==> src/rtl/vpu_alu_minmax_reduce_pkg.sv <==
// Shared types and constants for the MIN/MAX reduction ALU.
// Mode encoding: bit0 selects MAX, bit1 selects signed compare.
package vpu_alu_minmax_reduce_pkg;

    localparam int OPERAND_WIDTH   = 32;
    localparam int SRAM_R_PORT_CNT = 3;
    localparam int MINMAX_LATENCY  = 2;

    typedef enum logic [1:0] {
        MIN_U = 2'd0,
        MAX_U = 2'd1,
        MIN_S = 2'd2,
        MAX_S = 2'd3
    } minmax_mode_t;

    // Neutral start value for a fold in the given mode
    function automatic logic [OPERAND_WIDTH-1:0] minmax_identity(
        input minmax_mode_t mode
    );
        logic [OPERAND_WIDTH-1:0] r;
        r = '1;
        case (mode)
            MAX_S:   r = {1'b1, {(OPERAND_WIDTH-1){1'b0}}};
            MAX_U:   r = '0;
            MIN_S:   r = {1'b0, {(OPERAND_WIDTH-1){1'b1}}};
            default: r = '1;
        endcase
        return r;
    endfunction

endpackage

==> src/rtl/vpu_alu_minmax_reduce_if.sv <==
// Source-side beat stream and destination-side result stream.
// master drives beats and consumes results; slave is the ALU.
interface vpu_alu_minmax_reduce_if
    import vpu_alu_minmax_reduce_pkg::*;
#(
    parameter int OPERAND_WIDTH = vpu_alu_minmax_reduce_pkg::OPERAND_WIDTH,
    parameter int SRC_CNT       = SRAM_R_PORT_CNT,
    parameter int LANE_CNT      = 4,
    parameter int CNT_W         = 8
) ();

    logic                                         in_valid;
    logic                                         in_ready;
    logic                                         in_last;
    logic [1:0]                                   in_mode;
    logic [SRC_CNT-1:0]                           op_valid;
    logic [SRC_CNT-1:0][LANE_CNT-1:0][OPERAND_WIDTH-1:0] op_data;
    logic                                         out_valid;
    logic                                         out_ready;
    logic [LANE_CNT-1:0][OPERAND_WIDTH-1:0]       out_data;
    logic                                         out_empty;
    logic [CNT_W-1:0]                             out_beats;

    modport master (
        output in_valid, in_last, in_mode, op_valid, op_data, out_ready,
        input  in_ready, out_valid, out_data, out_empty, out_beats
    );

    modport slave (
        input  in_valid, in_last, in_mode, op_valid, op_data, out_ready,
        output in_ready, out_valid, out_data, out_empty, out_beats
    );

endinterface

==> src/rtl/vpu_minmax_cmp.sv <==
// Combinational compare-select; ties keep a.
// Used for the per-beat source fold and the accumulate step.
module vpu_minmax_cmp
    import vpu_alu_minmax_reduce_pkg::*;
#(
    parameter int W = 32
) (
    input  logic [W-1:0] a,
    input  logic [W-1:0] b,
    input  minmax_mode_t mode,
    output logic [W-1:0] sel
);

    logic b_gt;
    logic b_lt;

    // Pick b only when it strictly beats a in the requested direction
    always_comb begin
        b_gt = 1'b0;
        if (mode[1]) begin
            b_gt = $signed(b) > $signed(a);
        end else begin
            b_gt = b > a;
        end
        b_lt = !b_gt && (b != a);
        sel  = mode[0] ? (b_gt ? b : a) : (b_lt ? b : a);
    end

endmodule

==> src/rtl/vpu_alu_minmax_reduce.sv <==
// Pipelined MIN/MAX ALU folding all sources and beats of a packet
// into one result per lane. Stage 1 folds sources, stage 2 accumulates.
module vpu_alu_minmax_reduce
    import vpu_alu_minmax_reduce_pkg::*;
#(
    parameter int OPERAND_WIDTH = vpu_alu_minmax_reduce_pkg::OPERAND_WIDTH,
    parameter int SRC_CNT       = SRAM_R_PORT_CNT,
    parameter int LANE_CNT      = 4,
    parameter int CNT_W         = 8
) (
    input  logic clk,
    input  logic rst_n,
    vpu_alu_minmax_reduce_if.slave io
);

    localparam int W = OPERAND_WIDTH;

    typedef logic [W-1:0] elem_t;
    typedef logic [LANE_CNT-1:0][W-1:0] vec_t;

    function automatic elem_t ident(input minmax_mode_t m);
        return elem_t'(minmax_identity(m));
    endfunction

    logic         adv;
    logic         accept;
    logic         pkt_start;
    minmax_mode_t cur_mode;
    minmax_mode_t beat_mode;

    assign adv         = !io.out_valid || io.out_ready;
    assign io.in_ready = adv;
    assign accept      = io.in_valid && adv;
    assign beat_mode   = pkt_start ? minmax_mode_t'(io.in_mode) : cur_mode;

    elem_t chain   [LANE_CNT][SRC_CNT+1];
    elem_t src_sel [LANE_CNT][SRC_CNT];
    vec_t  beat_val;

    for (genvar l = 0; l < LANE_CNT; l++) begin : g_lane
        assign chain[l][0] = ident(beat_mode);
        for (genvar s = 0; s < SRC_CNT; s++) begin : g_src
            vpu_minmax_cmp #(.W(W)) u_src (
                .a    (chain[l][s]),
                .b    (io.op_data[s][l]),
                .mode (beat_mode),
                .sel  (src_sel[l][s])
            );
            assign chain[l][s+1] = io.op_valid[s] ? src_sel[l][s]
                                                  : chain[l][s];
        end
        assign beat_val[l] = chain[l][SRC_CNT];
    end

    logic         s1_valid;
    logic         s1_last;
    logic         s1_any;
    minmax_mode_t s1_mode;
    vec_t         s1_val;

    // Stage 1: register the source-folded beat and track packet mode
    always_ff @(posedge clk or negedge rst_n) begin
        if (!rst_n) begin
            s1_valid  <= 1'b0;
            s1_last   <= 1'b0;
            s1_any    <= 1'b0;
            s1_mode   <= MAX_S;
            s1_val    <= '0;
            pkt_start <= 1'b1;
            cur_mode  <= MAX_S;
        end else if (adv) begin
            s1_valid <= io.in_valid;
            if (accept) begin
                s1_last   <= io.in_last;
                s1_any    <= |io.op_valid;
                s1_mode   <= beat_mode;
                s1_val    <= beat_val;
                pkt_start <= io.in_last;
                cur_mode  <= beat_mode;
            end
        end
    end

    vec_t             acc;
    vec_t             acc_eff;
    vec_t             acc_sel;
    vec_t             acc_new;
    logic             s2_first;
    logic             any_seen;
    logic             any_next;
    logic [CNT_W-1:0] cnt;
    logic [CNT_W-1:0] cnt_next;

    for (genvar l = 0; l < LANE_CNT; l++) begin : g_acc
        assign acc_eff[l] = s2_first ? ident(s1_mode) : acc[l];
        vpu_minmax_cmp #(.W(W)) u_acc (
            .a    (acc_eff[l]),
            .b    (s1_val[l]),
            .mode (s1_mode),
            .sel  (acc_sel[l])
        );
        assign acc_new[l] = s1_any ? acc_sel[l] : acc_eff[l];
    end

    assign any_next = any_seen || s1_any;
    assign cnt_next = (cnt == '1) ? cnt : cnt + 1'b1;

    // Stage 2: accumulate beats, publish and restart on the last beat
    always_ff @(posedge clk or negedge rst_n) begin
        if (!rst_n) begin
            acc          <= {LANE_CNT{ident(MAX_S)}};
            s2_first     <= 1'b1;
            any_seen     <= 1'b0;
            cnt          <= '0;
            io.out_valid <= 1'b0;
            io.out_data  <= '0;
            io.out_empty <= 1'b0;
            io.out_beats <= '0;
        end else begin
            if (io.out_valid && io.out_ready) begin
                io.out_valid <= 1'b0;
            end
            if (adv && s1_valid) begin
                if (s1_last) begin
                    io.out_valid <= 1'b1;
                    io.out_data  <= any_next ? acc_new : '0;
                    io.out_empty <= !any_next;
                    io.out_beats <= cnt_next;
                    acc          <= {LANE_CNT{ident(MAX_S)}};
                    s2_first     <= 1'b1;
                    any_seen     <= 1'b0;
                    cnt          <= '0;
                end else begin
                    acc      <= acc_new;
                    s2_first <= 1'b0;
                    any_seen <= any_next;
                    cnt      <= cnt_next;
                end
            end
        end
    end

endmodule
==> src/flat_wrapper.sv <==
// flat-port wrapper written by rule: the top's interface ports become plain ports
module vpu_alu_minmax_reduce_flat import vpu_alu_minmax_reduce_pkg::*;
#(
    parameter int OPERAND_WIDTH = vpu_alu_minmax_reduce_pkg::OPERAND_WIDTH,
    parameter int SRC_CNT       = SRAM_R_PORT_CNT,
    parameter int LANE_CNT      = 4,
    parameter int CNT_W         = 8
)
  (clk, rst_n, io_in_valid, io_in_last, io_in_mode, io_op_valid, io_op_data, io_out_ready, io_in_ready, io_out_valid, io_out_data, io_out_empty, io_out_beats);
  vpu_alu_minmax_reduce_if #(.OPERAND_WIDTH(OPERAND_WIDTH), .SRC_CNT(SRC_CNT), .LANE_CNT(LANE_CNT), .CNT_W(CNT_W)) io_i ();
  input  logic clk;
  input  logic rst_n;
  input wire logic [$bits(io_i.in_valid)-1:0] io_in_valid;
  input wire logic [$bits(io_i.in_last)-1:0] io_in_last;
  input wire logic [$bits(io_i.in_mode)-1:0] io_in_mode;
  input wire logic [$bits(io_i.op_valid)-1:0] io_op_valid;
  input wire logic [$bits(io_i.op_data)-1:0] io_op_data;
  input wire logic [$bits(io_i.out_ready)-1:0] io_out_ready;
  output wire logic [$bits(io_i.in_ready)-1:0] io_in_ready;
  output wire logic [$bits(io_i.out_valid)-1:0] io_out_valid;
  output wire logic [$bits(io_i.out_data)-1:0] io_out_data;
  output wire logic [$bits(io_i.out_empty)-1:0] io_out_empty;
  output wire logic [$bits(io_i.out_beats)-1:0] io_out_beats;
  assign io_i.in_valid = io_in_valid;
  assign io_i.in_last = io_in_last;
  assign io_i.in_mode = io_in_mode;
  assign io_i.op_valid = io_op_valid;
  assign io_i.op_data = io_op_data;
  assign io_i.out_ready = io_out_ready;
  assign io_in_ready = io_i.in_ready;
  assign io_out_valid = io_i.out_valid;
  assign io_out_data = io_i.out_data;
  assign io_out_empty = io_i.out_empty;
  assign io_out_beats = io_i.out_beats;
  vpu_alu_minmax_reduce #(.OPERAND_WIDTH(OPERAND_WIDTH), .SRC_CNT(SRC_CNT), .LANE_CNT(LANE_CNT), .CNT_W(CNT_W)) u_core (.clk(clk), .rst_n(rst_n), .io(io_i));
endmodule
==> config.mk <==
export PLATFORM = sky130hd
export DESIGN_NAME = vpu_alu_minmax_reduce_flat
export DESIGN_NICKNAME = d
export VERILOG_FILES = /design/src/rtl/vpu_alu_minmax_reduce_pkg.sv /design/src/rtl/vpu_alu_minmax_reduce_if.sv /design/src/rtl/vpu_minmax_cmp.sv /design/src/rtl/vpu_alu_minmax_reduce.sv /design/src/flat_wrapper.sv
export SDC_FILE = /design/constraint.sdc
export NUM_CORES = 2
export LEC_CHECK = 0
export ABC_AREA = 1
export CORE_ASPECT_RATIO = 1.25
export CORE_UTILIZATION = 39
export CTS_BUF_LIST = sky130_fd_sc_hd__clkbuf_8
export DETAILED_ROUTE_END_ITERATION = 8
export PLACE_DENSITY = 0.64
export SLEW_MARGIN = 20
export SYNTH_ARGS = -nofsm -noshare
export SYNTH_HDL_FRONTEND = slang
export SYNTH_SLANG_ARGS = --single-unit
==> constraint.sdc <==
create_clock -name clk -period 14.12 [get_ports clk]
set_clock_uncertainty 0.05 [all_clocks]
set_input_delay 2.824 -clock clk [delete_from_list [all_inputs] [get_ports clk]]
set_output_delay 2.824 -clock clk [all_outputs]
set_load 0.03 [all_outputs]
==> results.txt <==
----------------------------------------------------
[Timing]
  Hold violation total from the final report ... 0
  Worst max-slew margin expressed relative to the limit ... 0.237
  Max Freq ... 83.5 MHz
  Period minus WS final ... 11.98 ns
  Aggregate negative setup slack ... 0 ns
  Share of the clock period used by the worst path ... 0.848
  Total count of max-transition violations in the final report ... 0
  Setup repair after global routing missed its margin ... false
  Transition time at the pin with the least slew margin ... 1.14 ns
  Final Setup Violations ... 0

[Clock tree]
  Clock-pin slew reported for the worst setup and hold paths after clock tree synthesis ... 0.06 ns
  Number of hold-repair buffers added at the cts stage ... 0
  CTS tree ... done
  PostCTS Resize Cnt ... 0
  Clock Sink Count ... 410
  Clock Latency Late Sink ... 0.75 ns
  Setup bufs post-CTS ... 0
  Total clock buffers created by CTS ... 74
  # H-tree levels ... 3
  Root Buffer ... clkbuf_8
  Max clock buf depth ... 3

[Worst setup path]
  Capture instance of the worst register-to-register path ... u_core.s1_val[99]$_DFFE_PN0P_
  Worst path slowest cell ... nand2_1
  Category of the worst setup path launch point ... input port
  CP peak stage delay ... 0.77 ns
  Crit path to ... u_core.s1_val[99]$_DFFE_PN0P_
  Worst-path fanout max ... 34
  Crit-path leading delay family ... simple AND/OR/NAND/NOR gates
  Setup crit start ... io_in_mode[1]
  Buffers and inverters on the worst path ... 8
  Req. time, crit path ... 14.68 ns
  Crit path arrival time ... 12.53 ns
  Worst Reg2Reg Path Length in Cells ... 51
  Startpoint of the lowest-slack register-to-register path ... u_core.cur_mode[0]$_DFFE_PN1P_
  Slack of the worst reg-to-reg path ... 3.92 ns
  Category of the worst setup path capture point ... register
  Most repeated library cell on the critical path ... nand2_1
  Critical path depth ... 52
  Worst setup path class ... input port to register

[Route]
  Detail Route Antenna Nets ... 0
  DR DRC count ... 0
  Detailed-route vias per instance ... 5.35
  Drt first-iter violations ... 3254
  Via count ... 44935
  Routed wire length ... 151000 µm
  Final routed wire length divided by cell count ... 18.0 µm
  First-pass detailed-route iteration total ... 6

[Synth]
  Seq/Total Area, Yosys ... 0.247
  Register bit total from synthesis ... 410
  Fraction of post-synthesis cell area in the top cell type by area ... 0.244
  Number of warnings issued by yosys ... 0
  Area leader, netlist ... nand2_1
  Number of enable-type register cells in the synthesized netlist ... 0
  Post-Syn Area per Cell ... 6.27 µm²
  Leading post-synthesis cells by cell area ... nand2_1 24%, dfrtp_1 24%, ha_1 15%
  Number of instances in the synthesized netlist ... 6640
  Mapped Nets ... 7547
  Library cell with the highest instance count after synthesis ... nand2_1
  Post-synthesis cell area ... 41700 µm²
  Top post-synthesis cells by count ... 2706 x nand2_1, 613 x nand3_1, 515 x inv_1
  Synth unique cells ... 51
  Commonest register cell after synthesis ... dfrtp_1
  Post-synthesis async set-or-reset flop share ... 1.00

[Floorplanning]
  Std-Cell Core Area ... 106000 µm²
  Starting density of the core ... 0.395
  Die width ... 294 µm
  Floorplan die height ... 367 µm
  Area of the die ... 108000 µm²
  Number of ports placed on the die boundary ... 533
  Count of standard-cell rows ... 133

[Place]
  Hpwl dp ... 110000 µm
  Post-place instance area ... 47800 µm²
  Final RePlAce weighted congestion ... 0.936
  Count of buffers inserted at the top-level ports ... 532

[Worst hold path]
  Hold/Removal Path Class ... register to register

[Finish]
  Cell area after layout ... 49400 µm²
  Net count, final ... 7832
  Number of filler instances in the final layout ... 11068
  Synthesis-to-finish area growth ... 18.6%
  Share of post-route cells with drive strength above 1 ... 0.0415

[Global route]
  Global-route congestion overflow total ... 0
  Wire length of the first global-routing pass ... 235000 µm
  Vias in the first global route ... 42018
  Largest net degree at the start of global routing ... 189
  All-layer global routing usage ... 0.274
  Initial antenna violation count ... 3

[Power]
  Total power divided by cell area ... 229 nW/µm²
  Static leakage ... 26.3 nW
  VDD IR max ... 0.000166 V

[Outcome]
  Status ... finished clean

[Flow run]
  Total of max-cap violations ... 0

----------------------------------------------------
==> power breakdown <==
part / switching, mW / internal [mW] / leakage [nW] / total (mW)
logic: 5.23 / 2.66 / 20.3 / 7.89
clock network: 0.569 / 0.680 / 0.874 / 1.25
registers: 0.473 / 1.71 / 5.07 / 2.18
==> worst min-delay path: stages (launching register included) <==
cell and delay (ns):
dfrtp_1 0.34, nand2_1 0.05, nand2_1 0.05
==> worst min path at each step <==
| stage | start | slack [ns] | end | depth (start not counted) |
|---|---|---|---|---|
| 2_1_floorplan | u_core.acc[0]$_DFFE_PN0P_ | 0.39 | u_core.acc[0]$_DFFE_PN0P_ | 2 |
| 3_3_place_gp | u_core.acc[22]$_DFFE_PN0P_ | 0.41 | u_core.acc[22]$_DFFE_PN0P_ | 2 |
| 3_5_place_dp | u_core.acc[2]$_DFFE_PN0P_ | 0.41 | u_core.acc[2]$_DFFE_PN0P_ | 2 |
| 4_1_cts | u_core.acc[55]$_DFFE_PN0P_ | 0.43 | u_core.acc[55]$_DFFE_PN0P_ | 2 |
| 5_1_grt | u_core.io.out_data[123]$_DFFE_PN0P_ | 0.44 | u_core.io.out_data[123]$_DFFE_PN0P_ | 2 |
| 6_report | u_core.acc[103]$_DFFE_PN0P_ | 0.42 | u_core.acc[103]$_DFFE_PN0P_ | 2 |
==> placed cells by master (no fill, tap or decap), drive strengths merged, types with 4 or more instances in the layout <==
cell type      count
a21o              16
bufinv             5
nor3              25
a211oi            11
nor2             116
a31oi              6
or2                5
nor4              15
inv              538
o21ai            500
dfstp              8
nand2           2771
o211ai           107
o21a              15
ha               513
buf               58
clkinvlp           5
nand3b            12
clkinv            16
xor2               4
a21oi            443
nor3b              5
nand3            617
nand4            115
clkdlybuf4s50    530
clkbuf            92
dfrtp            402
o22ai              8
==> sequential cells by signal, indices dropped and copies added, names as in the netlist <==
name and count:
u_core.acc 128, u_core.io.out_data 128, u_core.s1_val 128, u_core.cnt 8, u_core.io.out_beats 8, u_core.cur_mode 2
u_core.any_seen 1, u_core.io.out_empty 1, u_core.io.out_valid 1, u_core.pkt_start 1, u_core.s1_any 1, u_core.s1_last 1
u_core.s1_valid 1, u_core.s2_first 1
==> cell type report <==
| type | count | area (µm²) | area share |
|---|---|---|---|
| sequential | 410 | 10300 | 0.208 |
| clock inverter | 40 | 317 | 0.00641 |
| clock buffer | 92 | 1270 | 0.0256 |
| tap | 1417 | 1770 | 0.0359 |
| antenna | 2 | 5.00 | 0.000101 |
| inverter | 524 | 1980 | 0.0401 |
| multi-input combinational | 5327 | 27900 | 0.566 |
| timing repair buffer | 588 | 5840 | 0.118 |
==> per-layer routing <==
metal | vias to the layer above | track usage | routed length, µm
li1 | 22565 | - | -
met1 | 20614 | 0.344 | 64200
met2 | 1515 | 0.457 | 70700
met3 | 239 | 0.0491 | 10400
met4 | 2 | 0.116 | 5770
met5 | - | 0 | 7
==> through the flow <==
step	instances	setup slack, ns	power (mW)	hold slack, ns	util
after global routing	8400	1.31	12.6	0.441	0.468
after CTS	8397	2.15	11.3	0.426	0.468
after floorplan	6640	2.09	7.84	0.394	-
after global placement	8265	1.23	9.86	0.406	0.453
final	8400	2.14	11.3	0.423	0.468
after detailed placement	8265	1.42	10.0	0.410	0.453
==> cells by family (layout without fill, tap and decap cells) <==
group / Yosys count / after routing / synth area share
adder cells (fa/ha/maj): 513 / 513 / 0.154
AO/OA/AOI/OAI: 1123 / 1123 / 0.147
flip-flops: 410 / 410 / 0.247
XOR/XNOR: 4 / 4 / 0.000841
buffers and inverters: 903 / 1244 / 0.0852
other: 0 / 2 / 0
AND/OR/NAND/NOR: 3687 / 3687 / 0.367
(Power assumes the default switching activity.)
